`src/rtl/seq_alu_if.sv`:
```
// rtl/seq_alu_if.sv - request/response bundle between an ALU client and seq_alu
interface seq_alu_if #(
  parameter int WIDTH = 32
);
  logic             start;
  logic [2:0]       alu_op;
  logic [WIDTH-1:0] src_a;
  logic [WIDTH-1:0] src_b;
  logic             busy;
  logic             done;
  logic [WIDTH-1:0] result;
  logic             zero;
  logic             div_zero;

  modport master (
    output start, alu_op, src_a, src_b,
    input  busy, done, result, zero, div_zero
  );

  modport slave (
    input  start, alu_op, src_a, src_b,
    output busy, done, result, zero, div_zero
  );
endinterface

```
`src/rtl/seq_alu.sv`:
```
// rtl/seq_alu.sv - sequential ALU: single-cycle logic/add ops, iterative mul and unsigned divide
module seq_alu #(
  parameter int WIDTH = 32
) (
  input  logic    clk,
  input  logic    reset_n,
  seq_alu_if.slave bus
);
  localparam logic [2:0] OP_AND  = 3'b000;
  localparam logic [2:0] OP_OR   = 3'b001;
  localparam logic [2:0] OP_ADD  = 3'b010;
  localparam logic [2:0] OP_MUL  = 3'b011;
  localparam logic [2:0] OP_DIVU = 3'b100;
  localparam logic [2:0] OP_REMU = 3'b101;
  localparam logic [2:0] OP_SUB  = 3'b110;
  localparam logic [2:0] OP_SLT  = 3'b111;

  typedef enum logic [1:0] {IDLE, RUN, FIN} state_t;

  state_t           state, state_nxt;
  logic [WIDTH-1:0] cnt;
  // acc: partial product (MUL) or partial remainder (DIVU/REMU)
  // opa: shifting multiplicand (MUL) or dividend/quotient shifter (DIVU/REMU)
  // opb: shifting multiplier (MUL) or fixed divisor (DIVU/REMU)
  logic [WIDTH-1:0] acc, opa, opb;
  logic [2:0]       op_r;
  logic             divz_r;

  logic             accept, multi_in, div_r;
  logic [WIDTH:0]   add_x, add_y;
  logic             add_inv;
  logic [WIDTH+1:0] add_sum;
  logic [WIDTH-1:0] acc_nxt, opa_nxt, opb_nxt, fin_res, single_res;

  // A start is honoured whenever no iterative op is in flight.
  assign accept   = bus.start && (state != RUN);
  assign multi_in = (bus.alu_op == OP_MUL) || (bus.alu_op == OP_DIVU) || (bus.alu_op == OP_REMU);
  assign div_r    = (op_r == OP_DIVU) || (op_r == OP_REMU);

  // State register.
  always_ff @(posedge clk) begin
    if (!reset_n) state <= IDLE;
    else          state <= state_nxt;
  end

  // Next-state and status outputs.
  always_comb begin
    state_nxt = state;
    bus.busy  = 1'b0;
    bus.done  = 1'b0;
    case (state)
      IDLE, FIN: begin
        bus.done = (state == FIN);
        if (accept) state_nxt = multi_in ? RUN : FIN;
        else        state_nxt = IDLE;
      end
      RUN: begin
        bus.busy = 1'b1;
        if (cnt == WIDTH'(1)) state_nxt = FIN;
      end
      default: state_nxt = IDLE;
    endcase
  end

  // Operand steering for the one shared WIDTH+1 bit adder/subtractor.
  // Outside RUN it serves ADD/SUB/SLT on the raw (sign-extended) inputs so
  // that bit WIDTH is the true sign of a-b for SLT.
  always_comb begin
    add_x   = {bus.src_a[WIDTH-1], bus.src_a};
    add_y   = {bus.src_b[WIDTH-1], bus.src_b};
    add_inv = (bus.alu_op == OP_SUB) || (bus.alu_op == OP_SLT);
    if (state == RUN) begin
      if (div_r) begin
        add_x   = {acc, opa[WIDTH-1]};
        add_y   = {1'b0, opb};
        add_inv = 1'b1;
      end else begin
        add_x   = {1'b0, acc};
        add_y   = {1'b0, opa};
        add_inv = 1'b0;
      end
    end
  end

  // Carry out (bit WIDTH+1) of a subtraction means "no borrow", i.e. x >= y.
  assign add_sum = {1'b0, add_x} + {1'b0, (add_inv ? ~add_y : add_y)}
                 + {{(WIDTH+1){1'b0}}, add_inv};

  // One iteration of shift-add multiply or restoring division. With a zero
  // divisor every trial subtract succeeds, so the quotient fills with ones
  // and the remainder ends up holding the shifted-in dividend.
  always_comb begin
    acc_nxt = acc;
    opa_nxt = opa;
    opb_nxt = opb;
    if (div_r) begin
      opa_nxt = {opa[WIDTH-2:0], add_sum[WIDTH+1]};
      acc_nxt = add_sum[WIDTH+1] ? add_sum[WIDTH-1:0] : add_x[WIDTH-1:0];
    end else begin
      acc_nxt = opb[0] ? add_sum[WIDTH-1:0] : acc;
      opa_nxt = {opa[WIDTH-2:0], 1'b0};
      opb_nxt = {1'b0, opb[WIDTH-1:1]};
    end
    fin_res = (op_r == OP_DIVU) ? opa_nxt : acc_nxt;
  end

  // Result for the ops that complete in the accept cycle.
  always_comb begin
    single_res = '0;
    case (bus.alu_op)
      OP_AND:         single_res = bus.src_a & bus.src_b;
      OP_OR:          single_res = bus.src_a | bus.src_b;
      OP_ADD, OP_SUB: single_res = add_sum[WIDTH-1:0];
      OP_SLT:         single_res = {{(WIDTH-1){1'b0}}, add_sum[WIDTH]};
      default:        single_res = '0;
    endcase
  end

  // Operand capture, iteration registers and the held result/flags.
  always_ff @(posedge clk) begin
    if (!reset_n) begin
      cnt          <= '0;
      acc          <= '0;
      opa          <= '0;
      opb          <= '0;
      op_r         <= OP_AND;
      divz_r       <= 1'b0;
      bus.result   <= '0;
      bus.zero     <= 1'b1;
      bus.div_zero <= 1'b0;
    end else if (accept) begin
      op_r <= bus.alu_op;
      if (multi_in) begin
        cnt    <= WIDTH'(WIDTH);
        acc    <= '0;
        opa    <= bus.src_a;
        opb    <= bus.src_b;
        divz_r <= (bus.alu_op != OP_MUL) && (bus.src_b == '0);
      end else begin
        bus.result   <= single_res;
        bus.zero     <= (single_res == '0);
        bus.div_zero <= 1'b0;
      end
    end else if (state == RUN) begin
      acc <= acc_nxt;
      opa <= opa_nxt;
      opb <= opb_nxt;
      cnt <= cnt - WIDTH'(1);
      if (cnt == WIDTH'(1)) begin
        bus.result   <= fin_res;
        bus.zero     <= (fin_res == '0);
        bus.div_zero <= divz_r;
      end
    end
  end
endmodule

```
`src/flat_wrapper.sv`:
```
// flat-port wrapper written by rule: the top's interface ports become plain ports
module seq_alu_flat 
#(
  parameter int WIDTH = 32
)
  (clk, reset_n, bus_start, bus_alu_op, bus_src_a, bus_src_b, bus_busy, bus_done, bus_result, bus_zero, bus_div_zero);
  seq_alu_if #(.WIDTH(WIDTH)) bus_i ();
  input  logic clk;
  input  logic reset_n;
  input wire logic [$bits(bus_i.start)-1:0] bus_start;
  input wire logic [$bits(bus_i.alu_op)-1:0] bus_alu_op;
  input wire logic [$bits(bus_i.src_a)-1:0] bus_src_a;
  input wire logic [$bits(bus_i.src_b)-1:0] bus_src_b;
  output wire logic [$bits(bus_i.busy)-1:0] bus_busy;
  output wire logic [$bits(bus_i.done)-1:0] bus_done;
  output wire logic [$bits(bus_i.result)-1:0] bus_result;
  output wire logic [$bits(bus_i.zero)-1:0] bus_zero;
  output wire logic [$bits(bus_i.div_zero)-1:0] bus_div_zero;
  assign bus_i.start = bus_start;
  assign bus_i.alu_op = bus_alu_op;
  assign bus_i.src_a = bus_src_a;
  assign bus_i.src_b = bus_src_b;
  assign bus_busy = bus_i.busy;
  assign bus_done = bus_i.done;
  assign bus_result = bus_i.result;
  assign bus_zero = bus_i.zero;
  assign bus_div_zero = bus_i.div_zero;
  seq_alu #(.WIDTH(WIDTH)) u_core (.clk(clk), .reset_n(reset_n), .bus(bus_i));
endmodule
```
`config.mk`:
```
export PLATFORM = sky130hd
export DESIGN_NAME = seq_alu_flat
export DESIGN_NICKNAME = d
export VERILOG_FILES = /design/src/rtl/seq_alu_if.sv /design/src/rtl/seq_alu.sv /design/src/flat_wrapper.sv
export SDC_FILE = /design/constraint.sdc
export NUM_CORES = 1
export LEC_CHECK = 0
export CAP_MARGIN = 20
export CORE_AREA = 2 2 148 208
export DETAILED_ROUTE_END_ITERATION = 10
export DIE_AREA = 0 0 150 210
export PLACE_DENSITY_LB_ADDON = 0.15
export SLEW_MARGIN = 20
export SYNTH_ARGS = -nofsm -noshare
export SYNTH_HDL_FRONTEND = slang
export SYNTH_SLANG_ARGS = --single-unit
export TNS_END_PERCENT = 100
```
`constraint.sdc`:
```
create_clock -name clk -period 6.6 [get_ports clk]
set_input_delay 1.98 -clock clk [delete_from_list [all_inputs] [get_ports clk]]
set_output_delay 1.98 -clock clk [all_outputs]
set_load 0.02 [all_outputs]
```
==> out/qor.csv <==
stage,metric,value,unit
outcome,status,completed,
clock_tree,Hold Buf Count CTS,0,
logic_synthesis,post-synth cell types,86,
logic_synthesis,syn_nets,1995,
final_layout,Layout Utilization,56.6,%
setup_path,critical path arrival,6810,ps
setup_path,FF-to-FF setup slack,1140,ps
routing,top sig layer,met5,
floorplanning,Initial Util,44.4,%
sta,Final Hold Vio Count,0,
routing,met3 wire length,3670,um
floorplanning,Top Ports,106,
pwr,leakage,6.28,nW
clock_tree,CTS resizes,0,
pwr,Max IR drop VDD,176,uV
logic_synthesis,Main synth FF type,dfxtp_1,
routing,vias per cell,6.18,
clock_tree,TritonCTS clock tree,built,
grt,GRT overflow,0,
logic_synthesis,syn avg cell area,6.96,um2
routing,initial DRC count,1279,
clock_tree,total CTS buffers,17,
setup_path,r2r endpoint,u_core.bus.zero,
floorplanning,die height,210,um
floorplanning,die extent in x,150,um
logic_synthesis,synthesized area,13200,um2
clock_tree,H-tree levels,4,
grt,first-pass GRT wire length,87600,um
sta,RSZ-0062 raised after global routing,false,
grt,pin count of the biggest net entering global routing,132,
clock_tree,Clock Tree Root,clkbuf_16,
setup_path,Worst setup SP type,input port,
place,pre-CTS WS,-426,ps
sta,"Period Utilization, post-route",97.3,%
sta,relative slew slack,34.1,%
routing,M1 WL,23800,um
setup_path,WS Path Type,in -> reg,
setup_path,critical-path cell list,"clkdlybuf4s50_1, nand2_4, buf_12, xor2_1, o21ai_0, ha_1, a21oi_1, o21a_1, o221ai_1, a2111o_1, o21bai_2, o21bai_4, buf_4, and3_1, or3_1, o311ai_1, nand3_2, or4_4, o31ai_4",
sta,Highest Clock Rate,156,MHz
worst_hold_path,Min-Delay Path Depth,2,
logic_synthesis,post-synthesis register bit count,168,
final_layout,area grow syn2layout,27.7,%
floorplanning,die footprint,31500,um2
sta,minimum clock period,6420,ps
setup_path,crit-path max FO,12,
logic_synthesis,register area share after synthesis,25.6,%
routing,DR vias,15500,
routing,Antenna Violating Nets Remaining,0,
place,GPL Wtd Cong,1.00,
sta,# setup viols final,0,
run,max cap viols,0,
routing,final WL,57800,um
setup_path,max incr delay on CP,590,ps
floorplanning,FP Rows,75,
routing,drt drc,0,
setup_path,Worst setup EP type,register,
logic_synthesis,number of synthesized flops with an enable pin,0,
final_layout,share of post-route cells with drive strength above 1,15.4,%
logic_synthesis,Synth area leaders,"dfxtp_1, nand2_1, nor2_1",
sta,Clock Skew,18.8,ps
logic_synthesis,Syn Inst Count,1890,
grt,number of global-route vias before repair,14800,
routing,WL/cell,23.0,um
logic_synthesis,YS warnings,0,
setup_path,r2r startpoint,u_core.state[1],
logic_synthesis,top cell type's share of synthesized area,25.6,%
logic_synthesis,Synth async-reset ratio,0,%
setup_path,WP data required,6990,ps
clock_tree,"Clk pin slew, worst setup/hold paths",80,ps
setup_path,Worst path slowest cell,or4_4,
routing,drt first pass iters,5,
sta,worst-margin pin slew,986,ps
worst_hold_path,Min-Delay Endpoint,u_core.bus.result[27],
clock_tree,Max Root-Sink Buffers,2,
clock_tree,clk_lat worst skew,480,ps
worst_hold_path,HP Start,u_core.bus.result[27],
sta,Setup WS post-layout,180,ps
grt,GRT Total Usage,36.6,%
floorplanning,Core Region,29700,um2
grt,initial antenna violation count,1,
clock_tree,Post-CTS Setup Bufs,0,
clock_tree,clk sinks,168,
worst_hold_path,Worst Hold Class,reg -> reg,
place,I/O Buffers,105,
sta,fin. max-slew vios,0,
final_layout,Finished Cell Area,16800,um2
place,HPWL after DPL,42200,um
logic_synthesis,leading area contributor after synthesis,dfxtp_1,
final_layout,Final #Nets,2222,
final_layout,Diodes inserted,0,
setup_path,worst reg2reg path depth,19,
routing,wire length on met2,27300,um
place,post-placement cell area,16200,um2
pwr,PD cells,263,nW/um2
[layout by cell type (no fill, tap or decap), types with 22 or more instances in the layout]
cell / count
clkdlybuf4s50_1: 104
a31oi_1: 36
maj3_1: 29
a211oi_1: 28
a21oi_1: 152
nand3_1: 30
buf_4: 243
o21ai_0: 84
nand2_1: 361
xnor2_1: 25
nor4_1: 22
dfxtp_1: 168
o211ai_1: 58
nor3_1: 25
nor2_1: 240
xor2_1: 49
inv_1: 25
a311oi_1: 64
ha_1: 34
[routing by layer]
| metal | up-vias | GRT usage [%] |
|---|---|---|
| li1 | 7321 | - |
| met1 | 7386 | 46.6 |
| met2 | 647 | 60.5 |
| met3 | 175 | 5.06 |
| met4 | 2 | 18.1 |
| met5 | - | 0 |
[cells by family after synthesis]
group,after synthesis,synth area share (%)
compound gates,582,30.1
fa+ha+maj,64,5.59
buf+inv,176,5.26
mux,27,2.16
simple gates,799,26.3
flops,168,25.6
xor+xnor,74,4.93
[final cells by class]
cell class	instances	area, um2
Clock inverter	14	173
Inverter	28	110
Multi-Input combinational cell	1546	9190
Tap cell	385	482
Clock buffer	18	439
Sequential cell	168	3360
Timing Repair Buffer	356	3030
Fill cell	2951	12900
[critical path: cells and delay by family]
family                     cells  cell delay (ps)
AOI/OAI and AO/OA              9             1900
buffers and inverters          3              860
and+or+nand+nor                5             1500
adders and majority gates      1              320
xor gates and xnor gates       1              220
[sequential cells by signal, indices dropped and copies added, names as in the netlist]
register,flops
u_core.acc,32
u_core.bus.result,32
u_core.cnt,32
u_core.opa,32
u_core.opb,32
u_core.op_r,3
u_core.state,2
u_core.bus.div_zero,1
u_core.bus.zero,1
u_core.divz_r,1
[cell usage after synthesis, drive strengths merged (16+ instances only)]
library cell,count
a21oi,155
nor2,242
nand4,17
nor4,22
nand2,364
mux2i,16
xor2,49
maj3,29
ha,34
nor2b,20
or3,19
clkbuf,124
buf,24
nand3,31
dfxtp,168
inv,26
o211ai,58
o21ai,90
and2,22
a311oi,65
a22oi,18
nor3,25
a31oi,37
xnor2,25
a211oi,29
[metrics by stage]
step	hold slack (ps)	TNS [ps]	power (mW)	std cells
after CTS	454	0	4.39	2515
after global placement	439	-404	3.28	2483
after floorplan	444	0	2.37	1890
final	452	0	4.42	2515
after detailed placement	446	-660	3.30	2483
after global routing	478	0	4.63	2515
[report_power, final]
part           internal, mW  leakage (nW)  switching (mW)
registers              1.11          1.37          0.0988
logic                 0.911          4.61            1.21
clock network         0.555         0.302           0.535
[how the worst max path moves through the flow]
stage                  start              end  slack [ps]
3_3_place_gp   bus_alu_op[1]  u_core.bus.zero        -340
5_1_grt        bus_alu_op[1]  u_core.bus.zero           4
6_report       bus_alu_op[1]  u_core.bus.zero         180
3_5_place_dp   bus_alu_op[1]  u_core.bus.zero        -430
2_1_floorplan  bus_alu_op[1]  u_core.bus.zero         230
4_1_cts        bus_alu_op[1]  u_core.bus.zero          60
Note: power is estimated with default switching activity, not from simulation.
